**config.mk**
```make
export PLATFORM = sky130hd
export DESIGN_NAME = des_key_sched_seq
export DESIGN_NICKNAME = d
export VERILOG_FILES = /design/src/rtl/des_pkg.sv /design/src/rtl/des_ks_core.sv /design/src/rtl/des_key_sched_seq.sv
export SDC_FILE = /design/constraint.sdc
export NUM_CORES = 1
export LEC_CHECK = 0
export ABC_AREA = 1
export CORE_MARGIN = 1
export CORE_UTILIZATION = 54
export CTS_CLUSTER_SIZE = 10
export DETAILED_ROUTE_END_ITERATION = 12
export PLACE_DENSITY = 0.79
export SETUP_SLACK_MARGIN = 0.05
export SYNTH_ARGS = -nofsm -noshare
export SYNTH_HDL_FRONTEND = slang
export SYNTH_HIERARCHICAL = 1
export SYNTH_SLANG_ARGS = --single-unit
```
**constraint.sdc**
```tcl
create_clock -name clk -period 2.43 [get_ports clk]
set_input_delay 0.729 -clock clk [delete_from_list [all_inputs] [get_ports clk]]
set_output_delay 0.729 -clock clk [all_outputs]
set_load 0.1 [all_outputs]
```
**src/rtl/des_pkg.sv**
```systemverilog
// Shared DES key-schedule definitions: PC-1/PC-2 permutations, shift schedule,
// FSM state encoding and the round-key beat payload.
package des_pkg;

  localparam int unsigned KEY_W  = 64;
  localparam int unsigned CD_W   = 56;
  localparam int unsigned HALF_W = 28;
  localparam int unsigned RK_W   = 48;
  localparam int unsigned RND_W  = 4;
  localparam int unsigned STG_W  = 2;

  typedef enum logic {
    IDLE = 1'b0,
    RUN  = 1'b1
  } ks_state_e;

  typedef struct packed {
    logic [RK_W-1:0]  rk;
    logic [RND_W-1:0] round;
    logic [STG_W-1:0] stage;
    logic             stage_dec;
    logic             last;
  } rk_beat_t;

  // Encrypt-direction left-rotate amount before round r (r = 1..16).
  localparam logic [1:0] SHIFT_SCHED [1:16] = '{
    2'd1, 2'd1, 2'd2, 2'd2, 2'd2, 2'd2, 2'd2, 2'd2,
    2'd1, 2'd2, 2'd2, 2'd2, 2'd2, 2'd2, 2'd2, 2'd1
  };

  // Source bit (1 = MSB of the 64-bit key) for each PC-1 output bit, MSB first.
  localparam logic [6:0] PC1_TAB [56] = '{
    7'd57, 7'd49, 7'd41, 7'd33, 7'd25, 7'd17, 7'd9,
    7'd1,  7'd58, 7'd50, 7'd42, 7'd34, 7'd26, 7'd18,
    7'd10, 7'd2,  7'd59, 7'd51, 7'd43, 7'd35, 7'd27,
    7'd19, 7'd11, 7'd3,  7'd60, 7'd52, 7'd44, 7'd36,
    7'd63, 7'd55, 7'd47, 7'd39, 7'd31, 7'd23, 7'd15,
    7'd7,  7'd62, 7'd54, 7'd46, 7'd38, 7'd30, 7'd22,
    7'd14, 7'd6,  7'd61, 7'd53, 7'd45, 7'd37, 7'd29,
    7'd21, 7'd13, 7'd5,  7'd28, 7'd20, 7'd12, 7'd4
  };

  // Source bit (1 = MSB of the 56-bit CD) for each PC-2 output bit, MSB first.
  localparam logic [5:0] PC2_TAB [48] = '{
    6'd14, 6'd17, 6'd11, 6'd24, 6'd1,  6'd5,
    6'd3,  6'd28, 6'd15, 6'd6,  6'd21, 6'd10,
    6'd23, 6'd19, 6'd12, 6'd4,  6'd26, 6'd8,
    6'd16, 6'd7,  6'd27, 6'd20, 6'd13, 6'd2,
    6'd41, 6'd52, 6'd31, 6'd37, 6'd47, 6'd55,
    6'd30, 6'd40, 6'd51, 6'd45, 6'd33, 6'd48,
    6'd44, 6'd49, 6'd39, 6'd56, 6'd34, 6'd53,
    6'd46, 6'd42, 6'd50, 6'd36, 6'd29, 6'd32
  };

  function automatic logic [CD_W-1:0] pc1(input logic [KEY_W-1:0] k);
    logic [CD_W-1:0] o;
    o = '0;
    for (int i = 0; i < int'(CD_W); i++) begin
      o[int'(CD_W) - 1 - i] = k[int'(KEY_W) - int'(PC1_TAB[i])];
    end
    return o;
  endfunction

  function automatic logic [RK_W-1:0] pc2(input logic [CD_W-1:0] cd);
    logic [RK_W-1:0] o;
    o = '0;
    for (int i = 0; i < int'(RK_W); i++) begin
      o[int'(RK_W) - 1 - i] = cd[int'(CD_W) - int'(PC2_TAB[i])];
    end
    return o;
  endfunction

  // DES keys carry odd parity per byte; flag any byte with even parity.
  function automatic logic key_parity_bad(input logic [KEY_W-1:0] k);
    logic bad;
    bad = 1'b0;
    for (int i = 0; i < int'(KEY_W / 8); i++) begin
      bad = bad | ~(^k[8*i +: 8]);
    end
    return bad;
  endfunction

endpackage

```
**src/rtl/des_ks_core.sv**
```systemverilog
// Combinational CD update: first-round load from PC-1 or per-round rotation,
// plus PC-2 of the resulting CD.
module des_ks_core
  import des_pkg::*;
(
  input  logic [KEY_W-1:0] key_sel,
  input  logic             load_first,
  input  logic             dir_dec,
  input  logic             rot_two,
  input  logic [CD_W-1:0]  cd_cur,
  output logic [CD_W-1:0]  cd_nxt_c,
  output logic [RK_W-1:0]  rk_nxt_c
);

  logic [CD_W-1:0] cd_pc1;

  function automatic logic [HALF_W-1:0] rot_half(input logic [HALF_W-1:0] h,
                                                 input logic right,
                                                 input logic two);
    logic [HALF_W-1:0] r;
    case ({right, two})
      2'b00:   r = {h[HALF_W-2:0], h[HALF_W-1]};
      2'b01:   r = {h[HALF_W-3:0], h[HALF_W-1:HALF_W-2]};
      2'b10:   r = {h[0], h[HALF_W-1:1]};
      default: r = {h[1:0], h[HALF_W-1:2]};
    endcase
    return r;
  endfunction

  // Decrypt starts from the fully rotated (= unrotated) CD; encrypt from rotl1.
  always_comb begin
    cd_pc1 = pc1(key_sel);
    if (load_first) begin
      if (dir_dec) begin
        cd_nxt_c = cd_pc1;
      end else begin
        cd_nxt_c = {rot_half(cd_pc1[CD_W-1:HALF_W], 1'b0, 1'b0),
                    rot_half(cd_pc1[HALF_W-1:0], 1'b0, 1'b0)};
      end
    end else begin
      cd_nxt_c = {rot_half(cd_cur[CD_W-1:HALF_W], dir_dec, rot_two),
                  rot_half(cd_cur[HALF_W-1:0], dir_dec, rot_two)};
    end
    rk_nxt_c = pc2(cd_nxt_c);
  end

endmodule

```
**src/rtl/des_key_sched_seq.sv**
```systemverilog
// Sequential DES/3DES round-key streamer: accepts 1 or 3 keys per load and emits
// 16*NUM_KEYS registered round keys over a valid/ready interface.
module des_key_sched_seq
  import des_pkg::*;
#(
  parameter int unsigned NUM_KEYS     = 1,
  parameter bit          PARITY_CHECK = 1'b1
) (
  input  logic                      clk,
  input  logic                      rst_n,
  input  logic                      key_valid,
  output logic                      key_ready,
  input  logic [KEY_W*NUM_KEYS-1:0] key_in,
  input  logic                      decrypt,
  input  logic                      abort,
  output logic                      rk_valid,
  input  logic                      rk_ready,
  output logic [RK_W-1:0]           rk,
  output logic [RND_W-1:0]          rk_round,
  output logic [STG_W-1:0]          rk_stage,
  output logic                      rk_stage_dec,
  output logic                      rk_last,
  output logic                      key_parity_err
);

  localparam int unsigned KEYS_W = KEY_W * NUM_KEYS;

  if (NUM_KEYS != 1 && NUM_KEYS != 3) begin : g_bad_num_keys
    $error("des_key_sched_seq: NUM_KEYS must be 1 or 3");
  end

  ks_state_e         state_q, state_d;
  logic [KEYS_W-1:0] key_q, key_d;
  logic              dec_q, dec_d;
  logic [CD_W-1:0]   cd_q, cd_d;
  rk_beat_t          beat_q, beat_d;
  logic              key_ready_q, key_ready_d;
  logic              rk_valid_q, rk_valid_d;
  logic              perr_q, perr_d;

  logic [KEYS_W-1:0] key_src;
  logic [KEY_W-1:0]  key_sel;
  logic              ld_dec;
  logic [STG_W-1:0]  sel_stage;
  logic [STG_W-1:0]  stage_nx;
  logic              load_first;
  logic              core_dec;
  logic              rot_two;
  logic [4:0]        r_idx;
  logic [CD_W-1:0]   cd_nxt_c;
  logic [RK_W-1:0]   rk_nxt_c;
  logic              perr_c;

  // Core operand select: load from key_in in IDLE, next stage's key at round 15, else rotate.
  always_comb begin
    key_src    = key_q;
    ld_dec     = dec_q;
    sel_stage  = '0;
    stage_nx   = beat_q.stage + STG_W'(1);
    load_first = 1'b1;
    core_dec   = 1'b0;
    rot_two    = 1'b0;
    r_idx      = 5'd1;
    key_sel    = '0;
    if (state_q == IDLE) begin
      key_src  = key_in;
      ld_dec   = decrypt;
      core_dec = decrypt;
    end else if (beat_q.round == RND_W'(15)) begin
      sel_stage = stage_nx;
      core_dec  = dec_q ^ stage_nx[0];
    end else begin
      load_first = 1'b0;
      core_dec   = beat_q.stage_dec;
      r_idx      = beat_q.stage_dec ? (5'd16 - 5'(beat_q.round)) : (5'(beat_q.round) + 5'd2);
      rot_two    = (SHIFT_SCHED[r_idx] == 2'd2);
    end
    // Key 1 lives in the top slice; decrypt order walks keys from the bottom slice.
    for (int k = 0; k < int'(NUM_KEYS); k++) begin
      if (ld_dec ? (k == int'(sel_stage)) : (k == int'(NUM_KEYS) - 1 - int'(sel_stage))) begin
        key_sel = key_src[KEY_W*k +: KEY_W];
      end
    end
  end

  always_comb begin
    perr_c = 1'b0;
    for (int k = 0; k < int'(NUM_KEYS); k++) begin
      perr_c = perr_c | key_parity_bad(key_in[KEY_W*k +: KEY_W]);
    end
  end

  des_ks_core u_core (
    .key_sel    (key_sel),
    .load_first (load_first),
    .dir_dec    (core_dec),
    .rot_two    (rot_two),
    .cd_cur     (cd_q),
    .cd_nxt_c   (cd_nxt_c),
    .rk_nxt_c   (rk_nxt_c)
  );

  // Next-state and registered-output logic.
  always_comb begin
    state_d     = state_q;
    key_d       = key_q;
    dec_d       = dec_q;
    cd_d        = cd_q;
    beat_d      = beat_q;
    key_ready_d = key_ready_q;
    rk_valid_d  = rk_valid_q;
    perr_d      = perr_q;
    if (abort) begin
      state_d          = IDLE;
      key_ready_d      = 1'b1;
      rk_valid_d       = 1'b0;
      beat_d.round     = '0;
      beat_d.stage     = '0;
      beat_d.stage_dec = 1'b0;
      beat_d.last      = 1'b0;
    end else begin
      case (state_q)
        IDLE: begin
          if (key_valid) begin
            state_d          = RUN;
            key_d            = key_in;
            dec_d            = decrypt;
            cd_d             = cd_nxt_c;
            perr_d           = PARITY_CHECK ? perr_c : 1'b0;
            key_ready_d      = 1'b0;
            rk_valid_d       = 1'b1;
            beat_d.rk        = rk_nxt_c;
            beat_d.round     = '0;
            beat_d.stage     = '0;
            beat_d.stage_dec = decrypt;
            beat_d.last      = 1'b0;
          end
        end
        RUN: begin
          if (rk_ready) begin
            if (beat_q.last) begin
              state_d          = IDLE;
              key_ready_d      = 1'b1;
              rk_valid_d       = 1'b0;
              beat_d.round     = '0;
              beat_d.stage     = '0;
              beat_d.stage_dec = 1'b0;
              beat_d.last      = 1'b0;
            end else begin
              cd_d      = cd_nxt_c;
              beat_d.rk = rk_nxt_c;
              if (beat_q.round == RND_W'(15)) begin
                beat_d.round     = '0;
                beat_d.stage     = stage_nx;
                beat_d.stage_dec = dec_q ^ stage_nx[0];
              end else begin
                beat_d.round = beat_q.round + RND_W'(1);
              end
              beat_d.last = (beat_d.round == RND_W'(15)) &&
                            (beat_d.stage == STG_W'(NUM_KEYS - 1));
            end
          end
        end
        default: state_d = IDLE;
      endcase
    end
  end

  always_ff @(posedge clk or negedge rst_n) begin
    if (!rst_n) begin
      state_q     <= IDLE;
      key_q       <= '0;
      dec_q       <= 1'b0;
      cd_q        <= '0;
      beat_q      <= '0;
      key_ready_q <= 1'b1;
      rk_valid_q  <= 1'b0;
      perr_q      <= 1'b0;
    end else begin
      state_q     <= state_d;
      key_q       <= key_d;
      dec_q       <= dec_d;
      cd_q        <= cd_d;
      beat_q      <= beat_d;
      key_ready_q <= key_ready_d;
      rk_valid_q  <= rk_valid_d;
      perr_q      <= perr_d;
    end
  end

  assign key_ready      = key_ready_q;
  assign rk_valid       = rk_valid_q;
  assign rk             = beat_q.rk;
  assign rk_round       = beat_q.round;
  assign rk_stage       = beat_q.stage;
  assign rk_stage_dec   = beat_q.stage_dec;
  assign rk_last        = beat_q.last;
  assign key_parity_err = perr_q;

endmodule

```
==> reports/qor.tcl <==
set qor(run_status) {finished, violations left}
set qor(violations_in_the_final_reports) {negative setup slack}
set qor(cp_data_required_time_ns) 2.74
set qor(fin_crit_ns) 2.71
set qor(worst_setup_path_start_kind) {flop}
set qor(average_cell_area_after_synthesis_sq_um) 7.25
set qor(final_setup_viols) 104
set qor(hold_violations) 0
set qor(crit_path_class) {reg -> reg}
set qor(h-tree-depth) 4
set qor(data_arrival_critical_path_ns) 3.02
set qor(timing.clock.skew_ns) 0.00980
set qor(maxSlewViolCount) 0
set qor(avgViaCountPerCell) 5.69
set qor(first_pass_grt_wire_length_microns) 57800
set qor(slew_limit_headroom) 0.686
set qor(slowest_delay_ns) 0.47
set qor(power_density_nw_per_um2) 927
set qor(peakVddDrop_uv) 575
set qor(grt_pass1_vias) 11300
set qor(cts_inserted_buffers) 17
set qor(fmax_mhz) 369
set qor(postRouteWirelength_microns) 36800
set qor(worst_path_dominant_cell_family) {buffers and inverters}
set qor(multi_input_gate_area_in_the_final_layout_sq_um) 7080
set qor(cts.clk_slew.worst_paths_ns) 0.07
set qor(syn_area_sq_um) 12400
set qor(port_buffers) 128
set qor(hp-class) {in -> async}
set qor(clock-root-buffer) {sky130_fd_sc_hd__clkbuf_16}
set qor(grt_start_max_net_pins) 119
set qor(final_cells) 2147
set qor(grt_use_total) 0.306
set qor(finalWorstSetupSlack_ns) -0.280
set qor(first_pass_iters) 6
set qor(num_rows) 55
set qor(seqCellArea_sq_um) 4350
set qor(nFillCells) 1765
set qor(antenna_left) 0
set qor(detailroute.via_count) 12200
set qor(gp_congestion) 0.911
set qor(cellLeakagePower_uw) 0.00789
set qor(clock_insertion_delay_worst_skew_ns) 0.44
set qor(tns_ns) -21.49
set qor(drive_above_1_share) 0.257
set qor(cap_violations) 0
set qor(final_util) 0.693
set qor(die_area_sq_um) 23600
set qor(fp.dieW_microns) 154
set qor(nNetsFinal) 1927
set qor(place.detailed.instances) 2089
set qor(grt_setup_unrepaired) {yes}
set qor(syn-instance-count) 1713
set qor(coreArea_sq_um) 22600
set qor(yosysWarningCount) 6
set qor(p_total_uw) 14500
set qor(dp.final_hpwl_microns) 24600
set qor(average_routed_wire_per_standard_cell_microns) 17.2
set qor(area_delta_synth_final_pct) 26.1
set qor(number_of_antenna_violations_at_the_first_check_in_global_routing) 0
set qor(drc_errors) 0
set qor(die_h_microns) 154
set qor(cts_hold_buffers) 0
set qor(cts_sinks) 173
set qor(synth.net_count) 1791
set qor(globalRoute.totalOverflow) 0
set qor(antenna-diode-count) 0
set qor(critPathSlowestCell) {sky130_fd_sc_hd__dfrtp_4}
set qor(floorplan.initialDensity) 0.550
set qor(finalCritPeriodShare) 1.12
set qor(critical_path_peak_fanout) 5
set qor(dp_slack_ns) -0.618
set qor(cts_max_path_buffers) 2
set qor(crit_path_cell_trace) {buf_6 > ha_4 > nand2_4 > nor2_4 > inv_2 > nand2_4 > inv_4 > nor2_4 > o21ai_2 > o31ai_4 > buf_4 > nand2_4 > buf_12 > clkbuf_16 > nor2_4 > nor2_2 > nand2_1 > nand2_1 > mux2_2}
set qor(worst_setup_path_end_kind) {flop}
set qor(cts_tree) {yes}
set qor(boundaryPins) 129
set qor(max_slew.worst_pin.slew_ns) 0.471
set qor(critPathBufInv) 6
set qor(drt_iter0_markers) 1304
-- cell type report --
| type | instances | area share |
|---|---|---|
| multi-input combinational | 1251 | 0.452 |
| sequential | 173 | 0.278 |
| timing repair buffer | 271 | 0.177 |
| inverter | 135 | 0.0333 |
| clock buffer | 21 | 0.0301 |
| tap | 285 | 0.0228 |
| clock inverter | 11 | 0.00671 |
-- power by group --
part | switching, uW | internal [uW]
clock | 1210 | 1500
combinational | 4590 | 2440
sequential | 1030 | 3730
-- final timing paths --
kind                             start        end  slack, ns  cells past startpoint
min reg2reg                  key_q[17]  key_q[17]       0.49                      2
min in group clk             key_q[17]  key_q[17]       0.49                      2
max                        rk_round[1]   cd_q[15]      -0.28                     19
min                              rst_n     rk[16]       0.22                      1
max reg2reg                rk_round[1]   cd_q[15]      -0.28                     19
max in group asynchronous        rst_n     rk[23]       1.51                      2
-- per-layer routing --
| metal | vias up | track usage | share of wire |
|---|---|---|---|
| met4 | 0 | 0.105 | 0.031 |
| met1 | 5712 | 0.425 | 0.42 |
| met3 | 105 | 0.0589 | 0.082 |
| met5 | - | 0 | 0 |
| met2 | 649 | 0.476 | 0.46 |
| li1 | 5753 | - | - |
-- per-stage QoR --
step	hold WS, ns	area [sq um]
after global routing	0.258	15700
after global placement	0.466	14100
final	0.225	15700
after floorplan	0.433	12500
after detailed placement	0.473	14100
after CTS	0.237	15400
-- sequential cells by signal (all words and copies together) (netlist names), 2 cells and up --
name / count
rk: 48
rk_round: 4
key_q: 56
cd_q: 56
rk_stage: 2
-- placed cells by master (no fill, tap or decap), drive strengths merged --
master         count
xnor2             16
o22ai              5
xor2              14
nand4              7
inv              138
mux2             104
buf              200
ha                 8
nor4               1
o211ai            56
o21ai            124
a21oi             60
clkinv             3
nand3b             2
o21a               1
clkbuf            24
nand3            123
clkdlybuf4s50     68
o31ai              1
dfrtp            172
clkinvlp           4
nor3               1
bufinv             1
dfstp              1
a31oi              1
nor2             269
nand2            458
-- timing repair --
item,in CTS,in global routing
setup buffers,17,2
pin swaps,60,13
endpoints found under the setup margin,104,106
cloned,5,3
gates resized for setup,142,53
Note: power is estimated with default switching activity, not from simulation.
